**src/rtl/hydra_sram_pkg.sv**
```systemverilog
// -----------------------------------------------------------------------------
// hydra_sram_pkg
// Shared definitions for the packet SRAM read-side logic.
//   ADDR_WIDTH / PORT_WIDTH : default page-address and port-index widths
//   jt_entry_t              : jump-table entry layout {last, rsvd[3:0], next[10:0]}
//   pcr_state_t             : page_chain_reader FSM states
// -----------------------------------------------------------------------------
package hydra_sram_pkg;

  localparam int ADDR_WIDTH = 11;
  localparam int PORT_WIDTH = 4;

  typedef struct packed {
    logic        last;
    logic [3:0]  rsvd;
    logic [10:0] next;
  } jt_entry_t;

  typedef enum logic [1:0] {
    IDLE    = 2'd0,
    FETCH   = 2'd1,
    PRESENT = 2'd2
  } pcr_state_t;

endpackage

```
**src/rtl/chain_len_guard.sv**
```systemverilog
// -----------------------------------------------------------------------------
// chain_len_guard
// Counts pages walked in the current chain and flags when the page being
// presented is the last one a legal chain may contain.
// Ports:
//   clk, rst    : clock, synchronous active-high reset
//   i_clear     : new chain accepted, restart the count at 0
//   i_incr      : a non-last page was accepted, advance the count
//   o_at_limit  : count equals MAX_PAGES-1 (current page is the MAX_PAGES-th)
// Only instantiated when CHAIN_LEN_CHECK_EN is defined.
// -----------------------------------------------------------------------------
module chain_len_guard #(
  parameter int MAX_PAGES = 64
) (
  input  logic clk,
  input  logic rst,
  input  logic i_clear,
  input  logic i_incr,
  output logic o_at_limit
);

  localparam int CW = $clog2(MAX_PAGES) + 1;

  logic [CW-1:0] r_count;

  always_ff @(posedge clk) begin
    if (rst) begin
      r_count <= '0;
    end else if (i_clear) begin
      r_count <= '0;
    end else if (i_incr) begin
      r_count <= r_count + 1'b1;
    end
  end

  assign o_at_limit = (r_count == CW'(MAX_PAGES - 1));

endmodule

```
**src/rtl/page_chain_reader.sv**
```systemverilog
// -----------------------------------------------------------------------------
// page_chain_reader
// Read-side walker for the shared packet SRAM. Takes a dequeue request
// (port, head page), follows the page chain through the jump table one page
// at a time, presents each page's address and stored ECC byte downstream and,
// one cycle after each downstream acceptance, pulses the free-page interface.
//
// Ports:
//   clk, rst                      : clock, synchronous active-high reset
//   req_valid/req_ready           : dequeue request handshake
//   req_port, req_head            : owning port, first page of the packet
//   jt_rd_en, jt_rd_addr, jt_dout : jump-table read (registered storage output)
//   ecc_rd_en, ecc_rd_addr, ecc_dout : ECC read (registered storage output)
//   page_valid/page_ready         : downstream page handshake
//   page_addr/ecc/last/port       : presented page fields
//   rd_op, rd_port, rd_addr       : free-page pulse to the SRAM state block
//   pkt_done                      : pulse with the free of the last page
//   chain_err                     : pulse with the free of an over-long chain's
//                                   final accepted page
//
// Build option: define CHAIN_LEN_CHECK_EN to abort chains longer than
// MAX_PAGES pages; otherwise chains are followed until the last flag.
// -----------------------------------------------------------------------------
module page_chain_reader
  import hydra_sram_pkg::*;
#(
  parameter int ADDR_WIDTH = hydra_sram_pkg::ADDR_WIDTH,
  parameter int PORT_WIDTH = hydra_sram_pkg::PORT_WIDTH,
  parameter int MAX_PAGES  = 64
) (
  input  logic                  clk,
  input  logic                  rst,
  input  logic                  req_valid,
  output logic                  req_ready,
  input  logic [PORT_WIDTH-1:0] req_port,
  input  logic [ADDR_WIDTH-1:0] req_head,
  output logic                  jt_rd_en,
  output logic [ADDR_WIDTH-1:0] jt_rd_addr,
  input  logic [15:0]           jt_dout,
  output logic                  ecc_rd_en,
  output logic [ADDR_WIDTH-1:0] ecc_rd_addr,
  input  logic [7:0]            ecc_dout,
  output logic                  page_valid,
  input  logic                  page_ready,
  output logic [ADDR_WIDTH-1:0] page_addr,
  output logic [7:0]            page_ecc,
  output logic                  page_last,
  output logic [PORT_WIDTH-1:0] page_port,
  output logic                  rd_op,
  output logic [PORT_WIDTH-1:0] rd_port,
  output logic [ADDR_WIDTH-1:0] rd_addr,
  output logic                  pkt_done,
  output logic                  chain_err
);

  pcr_state_t            r_state;
  logic [ADDR_WIDTH-1:0] r_cur;
  logic [PORT_WIDTH-1:0] r_port;
  logic                  r_page_valid;

  jt_entry_t             w_jt;
  logic [ADDR_WIDTH-1:0] w_next;
  logic                  w_accept;
  logic                  w_abort;
  logic                  w_unused;

  assign w_jt     = jt_entry_t'(jt_dout);
  assign w_next   = ADDR_WIDTH'(w_jt.next);
  assign w_accept = r_page_valid && page_ready;

  // The storage output registers only change on a read strobe, and no strobe
  // is issued while a page is presented, so the page's ECC byte and last flag
  // are taken straight from them. Gated so they read 0 when nothing is shown.
  assign page_valid = r_page_valid;
  assign page_ecc   = r_page_valid ? ecc_dout : 8'h00;
  assign page_last  = r_page_valid ? w_jt.last : 1'b0;

`ifdef CHAIN_LEN_CHECK_EN
  logic w_at_limit;
  logic r_chain_err;

  chain_len_guard #(
    .MAX_PAGES (MAX_PAGES)
  ) u_chain_len_guard (
    .clk        (clk),
    .rst        (rst),
    .i_clear    ((r_state == IDLE) && req_valid),
    .i_incr     (w_accept && !w_jt.last),
    .o_at_limit (w_at_limit)
  );

  // Over-long chain: the MAX_PAGES-th page is still delivered and freed, but
  // its next pointer is not followed.
  assign w_abort   = w_at_limit && !w_jt.last;
  assign chain_err = r_chain_err;
  assign w_unused  = ^w_jt.rsvd;
`else
  assign w_abort   = 1'b0;
  assign chain_err = 1'b0;
  assign w_unused  = ^{w_jt.rsvd, 1'(MAX_PAGES & 1)};
`endif

  // NOTE: every register below is assigned with <= so each one samples the
  // pre-edge values of the others, independent of statement order.
  always_ff @(posedge clk) begin
    if (rst) begin
      r_state      <= IDLE;
      r_cur        <= '0;
      r_port       <= '0;
      r_page_valid <= 1'b0;
      req_ready    <= 1'b1;
      jt_rd_en     <= 1'b0;
      jt_rd_addr   <= '0;
      ecc_rd_en    <= 1'b0;
      ecc_rd_addr  <= '0;
      page_addr    <= '0;
      page_port    <= '0;
      rd_op        <= 1'b0;
      rd_port      <= '0;
      rd_addr      <= '0;
      pkt_done     <= 1'b0;
`ifdef CHAIN_LEN_CHECK_EN
      r_chain_err  <= 1'b0;
`endif
    end else begin
      // Strobes and pulses are single-cycle unless re-asserted below.
      jt_rd_en    <= 1'b0;
      ecc_rd_en   <= 1'b0;
      rd_op       <= 1'b0;
      pkt_done    <= 1'b0;
`ifdef CHAIN_LEN_CHECK_EN
      r_chain_err <= 1'b0;
`endif

      case (r_state)
        IDLE: begin
          if (req_valid) begin
            r_port      <= req_port;
            r_cur       <= req_head;
            req_ready   <= 1'b0;
            jt_rd_en    <= 1'b1;
            jt_rd_addr  <= req_head;
            ecc_rd_en   <= 1'b1;
            ecc_rd_addr <= req_head;
            r_state     <= FETCH;
          end
        end

        FETCH: begin
          r_page_valid <= 1'b1;
          page_addr    <= r_cur;
          page_port    <= r_port;
          r_state      <= PRESENT;
        end

        PRESENT: begin
          if (w_accept) begin
            r_page_valid <= 1'b0;
            rd_op        <= 1'b1;
            rd_addr      <= r_cur;
            rd_port      <= r_port;
            if (w_jt.last || w_abort) begin
              pkt_done  <= w_jt.last;
`ifdef CHAIN_LEN_CHECK_EN
              r_chain_err <= w_abort;
`endif
              req_ready <= 1'b1;
              r_state   <= IDLE;
            end else begin
              r_cur       <= w_next;
              jt_rd_en    <= 1'b1;
              jt_rd_addr  <= w_next;
              ecc_rd_en   <= 1'b1;
              ecc_rd_addr <= w_next;
              r_state     <= FETCH;
            end
          end
        end

        default: begin
          r_page_valid <= 1'b0;
          req_ready    <= 1'b1;
          r_state      <= IDLE;
        end
      endcase
    end
  end

endmodule

```
**config.mk**
```make
export PLATFORM = sky130hd
export DESIGN_NAME = page_chain_reader
export DESIGN_NICKNAME = d
export VERILOG_FILES = /design/src/rtl/hydra_sram_pkg.sv /design/src/rtl/chain_len_guard.sv /design/src/rtl/page_chain_reader.sv
export SDC_FILE = /design/constraint.sdc
export NUM_CORES = 1
export LEC_CHECK = 0
export BUFFER_PORTS_ARGS = -buffer_cell sky130_fd_sc_hd__buf_2
export CORE_MARGIN = 1
export CORE_UTILIZATION = 40
export CTS_CLUSTER_DIAMETER = 50
export CTS_CLUSTER_SIZE = 28
export DETAILED_ROUTE_END_ITERATION = 8
export GPL_ROUTABILITY_DRIVEN = 0
export HOLD_SLACK_MARGIN = 0.1
export PLACE_DENSITY = 0.71
export SLEW_MARGIN = 20
export SYNTH_ARGS = -nofsm -noshare
export SYNTH_HDL_FRONTEND = slang
export SYNTH_SLANG_ARGS = --single-unit
```
**constraint.sdc**
```tcl
create_clock -name clk -period 1.6 [get_ports clk]
set_input_delay 0.24 -clock clk [delete_from_list [all_inputs] [get_ports clk]]
set_output_delay 0.24 -clock clk [all_outputs]
set_load 0.02 [all_outputs]
```
==> run summary <==
Outcome = finished, final reports clean
Gr ovfl total = 0
Min-delay worst type = in2reg
GR peak layer = met2
Worst path cell trace = buf_4 > and2_1 > buf_2
Proportion of layout cells with a drive suffix above 1 = 0.391
Clock transition at path regs = 0.08 ns
Post-synth top area share = 0.466
Finished Cell Area = 2820 sq um
Util after Layout = 0.538
First-pass GRT wire length = 8640 um
Diode count = 0
Ys Warns = 0
Die Wd = 76.7 um
Clock skew = 0.00289 ns
TNS Setup = 0 ns
FILL cells = 509
Row cnt = 26
Relative slew slack = 0.626
Met1 GRT Util = 0.258
Post-layout nets = 395
Fin. Hold Viols = 0
H-tree depth = 2
Number of synthesized flops with an enable pin = 0
Nature of the critical path endpoint = primary output
Die Y = 76.7 um
Tcrit/Tclk final = 0.935
DP HPWL = 3870 um
Core area = 5240 sq um
I/O Buffers = 105
VDD IR max = 0.000365 V
Yosys cell types = 26
CP top delay family = flip-flops
Kind of critical path = reg2out
# clock sinks = 52
Number of global-route vias before repair = 1732
DRC Markers = 0
Max Freq = 668 MHz
Via density per instance = 4.74
Initial antenna violation count = 0
Grt met2 use = 0.290
Synth Register Bits = 52
Worst-path fanout max = 11
Pins Over Slew Limit = 0
Synth cell count leaders = nand2_1 (65), dfxtp_1 (52), a21oi_1 (35)
Arrival @ worst endpoint = 1.26 ns
CTS tree = yes
Boundary pin count = 111
Power Dens Cells = 942 nW/um^2
Buf/Inv on CP = 2
Met3 Track Usage GR = 0.0393
Area grow syn2layout = 26.2%
Largest net degree at the start of global routing = 25
Total CTS buffers = 5
Iteration-0 DRC count of the detailed router = 114
GR Util All Layers = 0.184
Post-Route WL = 5330 um
Most common cell in the netlist = nand2_1
Fin crit period = 1.50 ns
DP Area = 2730 sq um
Max-cap violations = 0
Insertion delay to the later sink of the worst-skew pair = 0.29 ns
Synth area leaders = dfxtp_1 (47%), nand2_1 (11%), a21oi_1 (7.8%)
Initial Util = 0.426
Yosys top cell by area = dfxtp_1
Leak = 1.31 nW
Clock Path Buffers = 2
Drt pass-1 iters = 4
Cell count after synthesis = 264
Critical path's largest stage delay = 0.45 ns
Mapped Nets = 307
CP max-delay cell = dfxtp_1
Synth Cell Area = 2230 sq um
Root Buffer = clkbuf_8
Worst slew pin tran = 0.560 ns
Sequential area share after synthesis = 0.466
Commonest register cell after synthesis = dfxtp_1
Crit path required time = 1.36 ns
DR vias = 2003
Worst setup SP type = flip-flop
Synthesized area per cell = 8.46 sq um
Ys async rst share = 0
Setup violations, final = 0
Die area = 5890 sq um
ANT nets after route = 0
RSZ-0062 raised after global routing = false
Routed len/inst = 12.6 um
==> per-layer routing <==
metal | vias up | routed length (um)
li1 | 1037 | -
met1 | 891 | 2530
met2 | 73 | 2470
met3 | 2 | 311
met4 | 0 | 22
met5 | - | 0
==> kinds of logic after synthesis <==
| family | synth area share |
|---|---|
| multiplexers | 0.0555 |
| AND/OR/NAND/NOR | 0.184 |
| AO/OA/AOI/OAI | 0.178 |
| flip-flops | 0.466 |
| buffers and inverters | 0.115 |
| other | 0.00168 |
==> layout make-up <==
| class | count | area (sq um) | area share |
|---|---|---|---|
| repair buffers | 116 | 621 | 0.220 |
| multi-input cells | 166 | 938 | 0.333 |
| inverters | 11 | 41.3 | 0.0146 |
| clock buffers | 8 | 90.1 | 0.0320 |
| flip-flops and latches | 52 | 1040 | 0.369 |
| well taps | 70 | 87.6 | 0.0311 |
==> worst reg2reg max path, stage by stage (launching register included) <==
cell      delay (ns)
dfxtp_1         0.36
buf_12          0.17
nand4b_4        0.22
a21o_2          0.37
a211oi_1        0.25
==> placed cells by master (no fill, tap or decap) <==
master / n
and4b_2: 1
buf_12: 1
buf_4: 10
clkbuf_8: 6
nand2b_1: 2
dfxtp_1: 52
nor2_1: 4
nand3b_1: 1
a21oi_1: 35
and2_1: 10
nand4b_2: 1
nand2_1: 65
clkbuf_1: 2
buf_2: 105
inv_1: 11
nand4b_4: 1
o21bai_1: 1
a21o_2: 1
mux2_2: 11
nor3_1: 1
nor3b_1: 1
o21a_1: 1
o21ai_0: 4
a211oi_1: 23
o22ai_1: 1
conb_1: 1
nor2b_2: 1
==> worst paths after layout <==
path | startpoint | slack, ns | cells past startpoint | to
worst max-delay path | page_valid | 0.10 | 3 | page_last
worst min-delay path | jt_dout[15] | 0.17 | 2 | pkt_done
worst min register to register | page_port[3] | 0.45 | 2 | page_port[3]
worst max register to register | r_state[1] | 0.15 | 4 | r_cur[7]
==> state kept, by name (all words and copies together) (netlist names), 2 cells and up <==
signal	flops
page_addr	11
rd_addr	11
r_port	4
rd_port	4
page_port	4
r_state	2
r_cur	11
==> per-stage QoR <==
stage / worst slack, ns / hold slack, ns / total power, mW / std cells
6_report: 0.104 / 0.171 / 2.65 / 423
3_3_place_gp: 0.132 / 0.439 / 1.94 / 415
5_1_grt: 0.0292 / 0.176 / 2.79 / 423
2_1_floorplan: 0.278 / 0.362 / 1.79 / 264
4_1_cts: 0.0922 / 0.166 / 2.69 / 423
3_5_place_dp: 0.115 / 0.444 / 1.95 / 415
==> report_power, final <==
group	switching, mW	internal [mW]
clock	0.388	0.353
combinational	0.295	0.202
sequential	0.0650	1.35
total	0.748	1.91
==> timing repair <==
action,in CTS,in global routing
setup endpoints to repair,0,3
setup buffers,0,0
gates resized for setup,0,2
hold buffers,0,0
No activity file was read; power rests on OpenSTA's default activity.
